<file path="src/rtl/fetch_unit.sv">
// fetch_unit: PC/request FSM feeding a 2-entry instruction queue, with branch redirect to instr_pc + ImmOp.
// Define MISALIGN_TRAP_EN to halt on a misaligned redirect target and expose instr_misaligned.
module fetch_unit #(
    parameter int address_width = 32,
    parameter int data_width = 32,
    parameter logic [address_width-1:0] RESET_PC = '0
) (
    input  logic clk,
    input  logic rst_n,
    output logic imem_req_valid,
    input  logic imem_req_ready,
    output logic [address_width-1:0] imem_addr,
    input  logic imem_rsp_valid,
    input  logic [data_width-1:0] imem_rsp_data,
    output logic [data_width-1:0] instr,
    output logic [address_width-1:0] instr_pc,
    output logic instr_valid,
    input  logic instr_ready,
    input  logic PCsrc,
    input  logic [address_width-1:0] ImmOp
`ifdef MISALIGN_TRAP_EN
    ,
    output logic instr_misaligned
`endif
);
    localparam logic [1:0] IDLE = 2'd0, REQ = 2'd1, WAIT = 2'd2;
`ifdef MISALIGN_TRAP_EN
    localparam logic [1:0] HALT = 2'd3;
`endif
    localparam logic [address_width-1:0] WORD_MASK = {{(address_width-2){1'b1}}, 2'b00};

    logic [1:0] state, state_n, seq_n, count, count_n;
    logic [address_width-1:0] fetch_pc, req_pc, target;
    logic [data_width-1:0] q_word [2];
    logic [address_width-1:0] q_pc [2];
    logic discard, consume, redirect, accept, rsp, push, slot;

    assign instr = q_word[0];
    assign instr_pc = q_pc[0];
    assign instr_valid = count != 2'd0;
    assign imem_req_valid = state == REQ;
    assign imem_addr = fetch_pc;

    assign consume = instr_valid && instr_ready;
    assign redirect = consume && PCsrc;
    assign target = (instr_pc + ImmOp) & WORD_MASK;
    assign accept = imem_req_valid && imem_req_ready;
    assign rsp = state == WAIT && imem_rsp_valid;
    // A redirect flushes everything behind the popped branch, including a same-cycle response.
    assign push = rsp && !discard && !redirect;
    assign count_n = redirect ? 2'd0 : count + {1'b0, push} - {1'b0, consume};
    assign slot = count[1] | (count[0] & ~consume);

    assign seq_n = state == IDLE ? (count < 2'd2 ? REQ : IDLE) :
                   state == REQ  ? (accept ? WAIT : REQ) :
                   state == WAIT ? (rsp ? (count_n < 2'd2 ? REQ : IDLE) : WAIT) : state;
`ifdef MISALIGN_TRAP_EN
    assign state_n = redirect && (instr_pc[1:0] + ImmOp[1:0]) != 2'b00 ? HALT : seq_n;
    assign instr_misaligned = state == HALT;
`else
    assign state_n = seq_n;
`endif

    always_ff @(posedge clk or negedge rst_n) begin
        if (!rst_n) begin
            state <= IDLE;
            count <= 2'd0;
            discard <= 1'b0;
            fetch_pc <= RESET_PC & WORD_MASK;
            req_pc <= '0;
            q_word[0] <= '0;
            q_word[1] <= '0;
            q_pc[0] <= '0;
            q_pc[1] <= '0;
        end else begin
            state <= state_n;
            count <= count_n;
            discard <= accept ? redirect : rsp ? 1'b0 : discard | (redirect && state == WAIT);
            if (accept) req_pc <= fetch_pc;
            fetch_pc <= redirect ? target : accept ? fetch_pc + address_width'(4) : fetch_pc;
            if (consume) begin
                q_word[0] <= q_word[1];
                q_pc[0] <= q_pc[1];
            end
            if (push) begin
                q_word[slot] <= imem_rsp_data;
                q_pc[slot] <= req_pc;
            end
        end
    end
endmodule

</file>
<file path="config.mk">
export PLATFORM = sky130hd
export DESIGN_NAME = fetch_unit
export DESIGN_NICKNAME = d
export VERILOG_FILES = /design/src/rtl/fetch_unit.sv
export SDC_FILE = /design/constraint.sdc
export NUM_CORES = 1
export LEC_CHECK = 0
export BUFFER_PORTS_ARGS = -buffer_cell sky130_fd_sc_hd__clkbuf_2
export CAP_MARGIN = 20
export CORE_ASPECT_RATIO = 0.75
export CORE_MARGIN = 3
export CORE_UTILIZATION = 57
export CTS_CLUSTER_DIAMETER = 50
export CTS_CLUSTER_SIZE = 20
export DETAILED_ROUTE_END_ITERATION = 10
export PLACE_DENSITY = 0.89
export SKIP_CTS_REPAIR_TIMING = 1
export SLEW_MARGIN = 20
export SYNTH_ARGS = -nofsm -noshare
export SYNTH_HDL_FRONTEND = slang
export SYNTH_SLANG_ARGS = --single-unit
</file>
<file path="constraint.sdc">
create_clock -name clk -period 2.7 [get_ports clk]
set_input_delay 0.675 -clock clk [delete_from_list [all_inputs] [get_ports clk]]
set_output_delay 0.675 -clock clk [all_outputs]
set_load 0.005 [all_outputs]
</file>
# [Yosys cells after proc, flatten, opt, wreduce, memory -nomap -nowiden]
# Cells that the tools add are included.
[classes] add_sub_neg=4 order_cmp=4 eq_ne=2 muxes=20 n_bitwise=5 n_reduce_logical=14
[ops] op="$mux 32" n=5
[ops] op="$bwmux 64" n=2
[ops] op="$mux 64" n=2
[ops] op="$add 32x3->32 const B" n=1
[ops] op="$add 32x32->32" n=1
[ops] op="$demux 32 s1" n=1
[ops] op="$mux 2" n=6
[ops] op="$logic_and 1x1->1" n=8
[ops] op="$lt 2x2->1 const B" n=2
[ops] op="$mux 1" n=4
[ops] op="$reduce_bool 2->1" n=2
[ops] op="$reduce_bool 3->1" n=1
[ops] op="$add 2x1->2" n=1
[ops] op="$eq 2x1->1 const B" n=1
[ops] op="$eq 2x2->1 const B" n=1
[ops] op="$ge 2x2->1 const B" n=1
[ops] op="$logic_not 1->1" n=2
[ops] op="$logic_not 2->1" n=1
[ops] op="$lt 2x1->1 const B" n=1
[ops] op="$not 1->2" n=1
[ops] op="$or 1x1->1" n=2
[ops] op="$sub 2x1->2" n=1
[ops] op="$and 1x1->1" n=1
[ops] op="$not 1->1" n=1
[word_totals] reg_bits=197 output_inout_bits=98 wordCells=58

# [Depth between registers and ports, before layout]
# Gate-level depths: netlist of the first run.
[depth] ltp_word=14 depth_mapped=13 ltp_nobuf=12

# [Worst setup path after synthesis of the first run]
# Ideal clock, no wire load.
[synth_path] path_kind="input to register" startpoint="input port ImmOp[9]" endpoint="register fetch_pc[31], in the netlist imem_addr[31]" arrival_ps=2503 required_ps=2580 slack_ps=77 stages=8 n_path_buf=0 path_cell_list="ha_1 > a21oi_2 > o211ai_4 > a2111oi_2 > a21oi_1 > o21a_1 > or3_1 > and3b_1"
[synth_between] elab_chain_len=2
[synth_lines] item="from (decl)" line_no="20" source="input logic [address_width-1:0] ImmOp"
[synth_lines] item="$add 32x32->32" line_no="46" source="assign target = (instr_pc + ImmOp) & WORD_MASK;"
[synth_lines] item="$mux 32" line_no="80" source="fetch_pc <= redirect ? target : accept ? fetch_pc + address_width'(4) : fetch_pc;"
[synth_lines] item="to (signal assigned)" line_no="69" source="fetch_pc <= RESET_PC & WORD_MASK;"
[synth_lines] item="to (signal assigned)" line_no="80"
[synth_lines] item="to (decl)" line_no="33" source="logic [address_width-1:0] fetch_pc, req_pc, target;"
# No other way between the ends.
# A chain may end at the register's enable or synchronous reset.

# [Worst setup path after layout of the first run]
[layout_path] startpoint="register q_pc, in the netlist instr_pc[9]" endpoint="register fetch_pc[30], in the netlist imem_addr[30]"
[layout_between] elab_chain_len=2
[layout_lines] item="from (decl)" line_no="35" source="logic [address_width-1:0] q_pc [2];"
[layout_lines] item="from (signal, indexed assignment)" line_no="87" source="q_pc[slot] <= req_pc;"
[layout_lines] item="$add 32x32->32" line_no="46"
[layout_lines] item="$mux 32" line_no="80"
# No other way between the ends.

==> results of run 1 <==
[synth_stat cells (5+ instances only)]
library cell,count,area (um2)
buf_4,66,495
a31oi_1,5,31.3
nor3_1,11,55.1
nor2_1,29,109
nand4_1,12,75.1
a21oi_1,32,160
ha_1,33,413
o21ai_0,93,465
mux2i_1,65,651
buf_6,8,90.1
a21o_1,17,128
nand3_1,14,70.1
inv_1,12,45.0
o21a_1,5,37.5
mux2_2,59,664
and3_1,9,56.3
nand2_1,195,732
nand2b_1,5,31.3
clkbuf_1,27,101
dfrtp_1,191,4780
xor2_1,21,184
buf_2,9,45.0
xnor2_1,27,236
[worst max path at each step]
stage / cells past startpoint / from / endpoint
after floorplan: 8 / ImmOp[9] / imem_addr[31]$_DFFE_PN0P_
final: 9 / instr_pc[9]$_DFF_PN0_ / imem_addr[30]$_DFFE_PN0P_
after detailed placement: 10 / ImmOp[17] / imem_addr[30]$_DFFE_PN0P_
after global placement: 9 / ImmOp[9] / imem_addr[31]$_DFFE_PN0P_
after CTS: 9 / instr_pc[9]$_DFF_PN0_ / imem_addr[28]$_DFFE_PN0P_
after global routing: 9 / instr_pc[9]$_DFF_PN0_ / imem_addr[30]$_DFFE_PN0P_
[logic make-up after synthesis]
family / share of synthesized area, %
XOR/XNOR: 4.06
multiplexers: 13.2
other: 0.0362
flip-flops: 46.2
buffers and inverters: 7.61
AO/OA/AOI/OAI: 11.3
adder cells (fa/ha/maj): 3.99
AND/OR/NAND/NOR: 13.7
[through the flow]
stage / cells / util (%)
5_1_grt: 1408 / 66.8
4_1_cts: 1408 / 66.7
2_1_floorplan: 1026 / -
3_5_place_dp: 1376 / 63.4
6_report: 1408 / 66.8
3_3_place_gp: 1376 / 63.4
[sequential cells by signal, indices dropped and copies added (netlist names)]
signal and cells:
count 2, discard 1, imem_addr 30, instr 32
instr_pc 32, q_pc 30, q_word 32, req_pc 30
state 2
[layout make-up]
type	count	area (um2)	share of cell area, %
Timing Repair Buffer	220	1300	11.0
Sequential cell	191	4780	40.4
Tap cell	242	303	2.56
Clock buffer	20	467	3.94
Inverter	13	48.8	0.412
Clock inverter	12	124	1.05
Multi-Input combinational cell	710	4810	40.7
[power groups by stage]
stage | Clock, W | Combinational [W] | Sequential [W]
after global placement | 0 | 0.00444 | 0.00490
after detailed placement | 0 | 0.00463 | 0.00498
final | 0.00254 | 0.00471 | 0.00497
after CTS | 0.00257 | 0.00469 | 0.00493
after global routing | 0.00270 | 0.00522 | 0.00509
after floorplan | 0 | 0.00346 | 0.00471
[critical path: cells and delay by family, from the launching register on]
| kind | cells | cell delay, ns |
|---|---|---|
| compound gates | 6 | 1.24 |
| fa+ha+maj | 1 | 0.37 |
| buf+inv | 1 | 0.19 |
| flops | 1 | 0.41 |
| mux | 1 | 0.31 |
[metal layers]
metal  GRT usage (%)  share of wire (%)  up-vias
li1                -                  -     3742
met1            35.6                 45     3980
met2            40.8                 46      319
met3            4.62                6.9       45
met4            8.20                2.0        0
met5               0                  0        -
==> impl_metrics.py, run 1 <==
metrics = {
    "final_layout": {
        "fill_cells": 1313,
        "final_cell_mix": "nand2_1, dfrtp_1, clkbuf_2",
        "finalNetCount": 1256,
        "drive_above_1_share_pct": 29.1,
        "syn2layout_area_growth_pct": 14.3,
        "post-route-cell-area_um2": 11800,
        "layout_commonest_cell": "nand2_1",
        "n_antenna_cell": 0,
    },
    "setup_path": {
        "worstPathArrival_ns": 2.95,
        "crit_fanout": 5,
        "cp.required_ns": 3.05,
        "ff2ff_setup_slack_ns": 0.1,
        "reg2reg_from": "instr_pc[9]$_DFF_PN0_",
        "cp_slowest_cell": "dfrtp_1",
        "endpoint_kind": "flip-flop",
        "reg2regPathDepth": 9,
        "worstReg2RegEnd": "imem_addr[30]$_DFFE_PN0P_",
        "path_cells": "ha_1, a21oi_2, o211ai_4, a2111oi_4, buf_4, a211o_1, a31o_1, mux2_4, o211ai_2",
        "crit_type": "flip-flop to flip-flop",
        "max_stage_delay_ns": 0.41,
        "critPathLaunchType": "flip-flop",
    },
    "detailed_routing": {
        "drc_errors": 0,
        "drt_first_pass_iters": 5,
        "wl_per_cell_um": 17.9,
        "wl_mm": 25.3,
        "dr_total_vias": 8086,
        "via_per_inst": 5.74,
        "drt.antenna.violating_nets": 0,
        "dr.first_iter.drc_count": 776,
    },
    "die": {
        "core-area_um2": 17700,
        "start_util_pct": 58.5,
        "rows": 42,
        "die_y_um": 123,
        "pin_count": 168,
        "die_x_um": 162,
        "die-area_um2": 19800,
    },
    "synth": {
        "netlist_instances": 1025,
        "ys_types": 73,
        "avgSynthCellArea_um2": 10.1,
        "netlist_area_um2": 10400,
        "synth_edf_count": 0,
        "synth_ff_type": "dfrtp_1",
        "async_reset_ff_share_pct": 100,
        "synth_warnings": 0,
        "synth-seq-cells": 191,
        "ys_seq_area_share_pct": 46.2,
    },
    "placed_design": {
        "pre_cts_ws_ns": -0.191,
        "port-buffer-count": 165,
        "placed_cell_area_um2": 11200,
        "globalplace.congestion": 0.924,
        "hpwl_mm": 17.3,
    },
    "clock_tree": {
        "cts_root_buf": "clkbuf_16",
        "cts_tree": "yes",
        "worstSkewPairLatency_ns": 0.43,
        "cts_htree_levels": 4,
        "cts_buffer_depth": 2,
        "cts_buffers": 17,
        "path_clk_slew_ns": 0.07,
        "numClockSinks": 191,
    },
    "timing": {
        "post-route-period-util_pct": 96.3,
        "worst_slew_margin_rel_pct": 24.6,
        "rsz0062_at_grt": "false",
        "worstMarginPinSlew_ns": 1.13,
        "setup_violations": 0,
        "period_minus_slack_ns": 2.60,
        "final.setup.worst_slack_ns": 0.0992,
        "slew_viol_final": 0,
        "fmax_ghz": 0.385,
        "fin_skew_ns": 0.0114,
        "fin_setup_tns_ns": 0,
        "hold_violations": 0,
        "holdWs_ns": 0.220,
    },
    "power_and_ir_drop": {
        "p_clk_share_pct": 20.8,
        "swShare_pct": 37.1,
        "peakVddDrop_mv": 0.554,
        "power_density_nw_per_um2": 1030,
        "power_w": 0.0122,
        "p_int_w": 0.00768,
        "p_leak_nw": 6.13,
        "p_sw_w": 0.00454,
        "pwr-share-seq_pct": 40.7,
        "p_comb_share_pct": 38.6,
    },
    "grt": {
        "grt_pass1_wl_mm": 39.8,
        "antenna_found_initial": 0,
        "grt.overflow.total": 0,
        "grt_pass1_vias": 7809,
        "grt_usage_pct": 25.5,
        "grt_max_degree": 85,
    },
    "run_status": {
        "status": "completed",
    },
    "worst_hold_path": {
        "hp-class": "primary input to asynchronous set/reset pin",
    },
    "run": {
        "drv_cap": 0,
    },
}
Power figures use the tool's default switching activity.
==> run 2: changes to the inputs <==
- clock period: 2.7 -> 3.4 ns (I/O delays scaled with it)
==> impl_metrics.py, run 2 (synthesized netlist as in run 1, its figures left out) <==
metrics = {
    "run_status": {
        "status": "completed",
    },
    "timing": {
        "setup_violations": 0,
        "hold_violations": 0,
        "worstMarginPinSlew_ns": 0.817,
        "fmax_ghz": 0.343,
        "fin_setup_tns_ns": 0,
        "worst_slew_margin_rel_pct": 45.5,
        "holdWs_ns": 0.438,
        "post-route-period-util_pct": 85.7,
        "fin_skew_ns": 0.0147,
        "slew_viol_final": 0,
        "period_minus_slack_ns": 2.91,
        "rsz0062_at_grt": "false",
    },
    "clock_tree": {
        "numClockSinks": 191,
        "cts_tree": "yes",
        "cts_buffer_depth": 2,
        "path_clk_slew_ns": 0.08,
        "cts_buffers": 17,
        "cts_root_buf": "clkbuf_16",
        "cts_htree_levels": 4,
        "worstSkewPairLatency_ns": 0.44,
    },
    "setup_path": {
        "reg2reg_from": "instr_pc[17]$_DFF_PN0_",
        "crit_type": "primary input to flip-flop",
        "cp.required_ns": 3.71,
        "worstPathArrival_ns": 3.23,
        "crit_fanout": 7,
        "critPathLaunchType": "primary input",
        "critPathLaunch": "ImmOp[17]",
        "endpoint_kind": "flip-flop",
        "reg2regPathDepth": 8,
    },
    "grt": {
        "grt.overflow.total": 0,
        "busiest_layer": "met2",
        "globalRouteMet1Util_pct": 34.0,
        "use_met3_pct": 6.17,
        "grt_usage_pct": 24.8,
        "grt_util_met2_pct": 39.6,
        "grt_max_degree": 85,
        "antenna_found_initial": 0,
        "grt_pass1_wl_mm": 39.0,
        "grt_pass1_vias": 7680,
    },
    "detailed_routing": {
        "drc_errors": 0,
        "dr_total_vias": 7791,
        "via_per_inst": 5.70,
        "drt_first_pass_iters": 5,
        "drt.antenna.violating_nets": 0,
        "dr.first_iter.drc_count": 731,
        "wl_mm": 24.2,
        "wl_per_cell_um": 17.7,
    },
    "placed_design": {
        "globalplace.congestion": 0.901,
        "port-buffer-count": 165,
        "hpwl_mm": 16.7,
    },
    "final_layout": {
        "fill_cells": 1399,
        "finalNetCount": 1215,
        "layout_commonest_cell": "nand2_1",
        "final_cell_mix": "nand2_1, dfrtp_1, clkbuf_2",
        "n_antenna_cell": 0,
        "syn2layout_area_growth_pct": 11.1,
        "drive_above_1_share_pct": 26.2,
    },
    "die": {
        "pin_count": 168,
        "die-area_um2": 19800,
        "die_y_um": 123,
        "start_util_pct": 58.5,
        "rows": 42,
        "die_x_um": 162,
        "core-area_um2": 17700,
    },
    "worst_hold_path": {
        "hp-class": "primary input to asynchronous set/reset pin",
    },
    "power_and_ir_drop": {
        "p_leak_nw": 5.92,
        "power_density_nw_per_um2": 816,
        "peakVddDrop_mv": 0.451,
        "power_w": 0.00938,
    },
    "run": {
        "drv_cap": 0,
    },
}
[run 2: changes by cell type in the layout (fill, tap and decap cells not counted), sizes merged]
cell      change
clkinv        +2
clkbuf        -2
inv           +3
buf          -41
bufinv        -1
clkinvlp      -2
[run 2: path summary, 6_finish.rpt]
path,slack (ns),end
worst min register to register,0.50,req_pc[10]$_DFFE_PN0P_
max in group asynchronous,2.20,imem_addr[15]$_DFFE_PN0P_
min in group clk,0.50,req_pc[10]$_DFFE_PN0P_
worst max register to register,0.55,imem_addr[27]$_DFFE_PN0P_
worst min-delay path,0.44,instr[2]$_DFF_PN0_
worst max-delay path,0.49,imem_addr[27]$_DFFE_PN0P_
[run 2: layout make-up]
class                      count  area (um2)  share of cell area (%)
tap                          242         303                    2.63
clock inverter                14         140                    1.22
inverter                      13        48.8                   0.424
timing repair buffer         179         990                    8.61
sequential                   191        4780                    41.6
clock buffer                  18         439                    3.82
multi-input combinational    710        4800                    41.7
[run 2: metal layers]
| layer | up-vias | routed length [um] |
|---|---|---|
| met5 | - | 0 |
| met4 | 0 | 357 |
| met3 | 37 | 1850 |
| met2 | 308 | 11000 |
| met1 | 3786 | 11000 |
| li1 | 3660 | - |
[run 2: worst max-delay path, stage by stage]
cell       delay [ns]
clkbuf_2         0.09
ha_1             0.36
a21oi_1          0.22
o21ai_2          0.13
a2111oi_4        0.53
a211oi_1         0.24
o31ai_1          0.49
a211o_1          0.22
o21ai_0          0.08
[run 2: per-stage QoR]
| stage | instances | setup slack, ns | cell area [um2] | util (%) |
|---|---|---|---|---|
| 3_3_place_gp | 1334 | 0.333 | 10900 | 61.5 |
| 5_1_grt | 1367 | 0.422 | 11500 | 64.9 |
| 3_5_place_dp | 1334 | 0.228 | 10900 | 61.5 |
| 6_report | 1367 | 0.485 | 11500 | 64.9 |
| 4_1_cts | 1366 | 0.567 | 11500 | 64.8 |
| 2_1_floorplan | 1026 | 0.602 | 10400 | - |
[run 2: power breakdown]
group          internal, W  leakage [nW]  switching, W
sequential         0.00317          2.48      0.000777
clock             0.000999         0.287      0.000975
combinational      0.00165          3.15       0.00181
==> run 3: changes to the inputs <==
- clock period: 3.4 -> 3.62 ns (I/O delays scaled with it)
==> impl_metrics.py, run 3 (synthesized netlist as in run 1, its figures left out) <==
metrics = {
    "timing": {
        "slew_viol_final": 0,
        "fin_setup_tns_ns": 0,
        "rsz0062_at_grt": "false",
        "post-route-period-util_pct": 78.3,
        "fin_skew_ns": 0.0180,
        "setup_violations": 0,
        "worstMarginPinSlew_ns": 0.835,
        "fmax_ghz": 0.353,
        "worst_slew_margin_rel_pct": 44.3,
        "hold_violations": 0,
        "period_minus_slack_ns": 2.83,
    },
    "die": {
        "die-area_um2": 19800,
        "rows": 42,
        "core-area_um2": 17700,
        "die_x_um": 162,
        "start_util_pct": 58.5,
        "pin_count": 168,
        "die_y_um": 123,
    },
    "clock_tree": {
        "numClockSinks": 191,
        "cts_buffer_depth": 2,
        "cts_buffers": 17,
        "cts_tree": "yes",
        "worstSkewPairLatency_ns": 0.44,
        "path_clk_slew_ns": 0.07,
        "cts_root_buf": "clkbuf_16",
        "cts_htree_levels": 4,
    },
    "final_layout": {
        "fill_cells": 1357,
        "layout_commonest_cell": "nand2_1",
        "multi_input_area_um2": 4800,
        "drive_above_1_share_pct": 26.2,
        "register_area_um2": 4780,
        "syn2layout_area_growth_pct": 10.9,
        "n_antenna_cell": 0,
        "post-route-cell-area_um2": 11500,
        "finalNetCount": 1214,
        "final_cell_mix": "nand2_1, dfrtp_1, clkbuf_2",
    },
    "detailed_routing": {
        "via_per_inst": 5.77,
        "drt_first_pass_iters": 5,
        "drc_errors": 0,
        "wl_mm": 24.7,
        "wl_per_cell_um": 18.1,
        "drt.antenna.violating_nets": 0,
        "dr.first_iter.drc_count": 758,
        "dr_total_vias": 7887,
    },
    "setup_path": {
        "critPathLaunchType": "primary input",
        "endpoint_kind": "flip-flop",
        "worstPathArrival_ns": 3.16,
        "cp_num_buf_inv": 1,
        "max_stage_delay_ns": 0.47,
        "crit_type": "primary input to flip-flop",
        "path_cells": "clkbuf_2, ha_1, a21oi_2, o211ai_4, a2111oi_2, a21oi_1, o21a_1, or3_1, and3b_1",
        "cp_top_family": "compound AO/OA/AOI/OAI gates",
        "cp.required_ns": 3.94,
        "crit_fanout": 4,
        "cp_slowest_cell": "a2111oi_2",
    },
    "placed_design": {
        "placed_cell_area_um2": 10900,
        "hpwl_mm": 17.2,
        "globalplace.congestion": 0.917,
        "port-buffer-count": 165,
    },
    "grt": {
        "grt_max_degree": 82,
        "grt.overflow.total": 0,
        "grt_pass1_wl_mm": 39.1,
        "grt_pass1_vias": 7552,
        "antenna_found_initial": 0,
        "grt_usage_pct": 24.9,
    },
    "power_and_ir_drop": {
        "peakVddDrop_mv": 0.410,
        "power_density_nw_per_um2": 770,
        "p_leak_nw": 5.89,
    },
    "run": {
        "drv_cap": 0,
    },
    "worst_hold_path": {
        "hp-class": "primary input to asynchronous set/reset pin",
    },
    "run_status": {
        "status": "completed",
    },
}
run 3: layer usage:
metal	wire length [um]	part of all wire, %	vias up	global-route usage, %
li1	-	-	3655	-
met1	11000	44	3857	35.2
met2	11300	46	339	39.4
met3	2080	8.4	36	5.40
met4	374	1.5	0	6.71
met5	0	0	-	0
run 3: worst paths after layout:
| check | start | end | slack, ns | depth (start not counted) |
|---|---|---|---|---|
| worst max-delay path | ImmOp[9] | imem_addr[31]$_DFFE_PN0P_ | 0.79 | 9 |
| max in group asynchronous | rst_n | q_pc[28]$_DFFE_PN0P_ | 2.20 | 2 |
| worst min register to register | q_word[22]$_DFFE_PN0P_ | q_word[22]$_DFFE_PN0P_ | 0.50 | 1 |
| worst max register to register | instr_pc[9]$_DFF_PN0_ | imem_addr[31]$_DFFE_PN0P_ | 0.90 | 8 |
| min in group clk | q_word[22]$_DFFE_PN0P_ | q_word[22]$_DFFE_PN0P_ | 0.50 | 1 |
| worst min-delay path | rst_n | instr[0]$_DFF_PN0_ | 0.44 | 1 |
run 3: where the power goes:
group	leakage [nW]	total, W	internal, W	switching [W]
clock	0.271	0.00186	0.000970	0.000887
combinational	3.13	0.00325	0.00154	0.00171
sequential	2.48	0.00372	0.00298	0.000745
run 3: area by class of cell:
class | instances | share of cell area, %
Clock inverter | 15 | 1.30
Multi-Input combinational cell | 710 | 41.8
Clock buffer | 17 | 3.71
Sequential cell | 191 | 41.6
Timing Repair Buffer | 178 | 8.48
Tap cell | 242 | 2.64
Inverter | 13 | 0.425
run 3: through the flow:
stage	total power (W)	util, %	instances	worst slack (ns)	hold slack, ns
2_1_floorplan	0.00609	-	1026	0.767	0.461
3_3_place_gp	0.00676	61.5	1334	0.502	0.473
3_5_place_dp	0.00696	61.5	1334	0.398	0.483
4_1_cts	0.00884	64.8	1366	0.845	0.456
5_1_grt	0.00938	64.8	1366	0.634	0.474
6_report	0.00883	64.8	1366	0.787	0.442
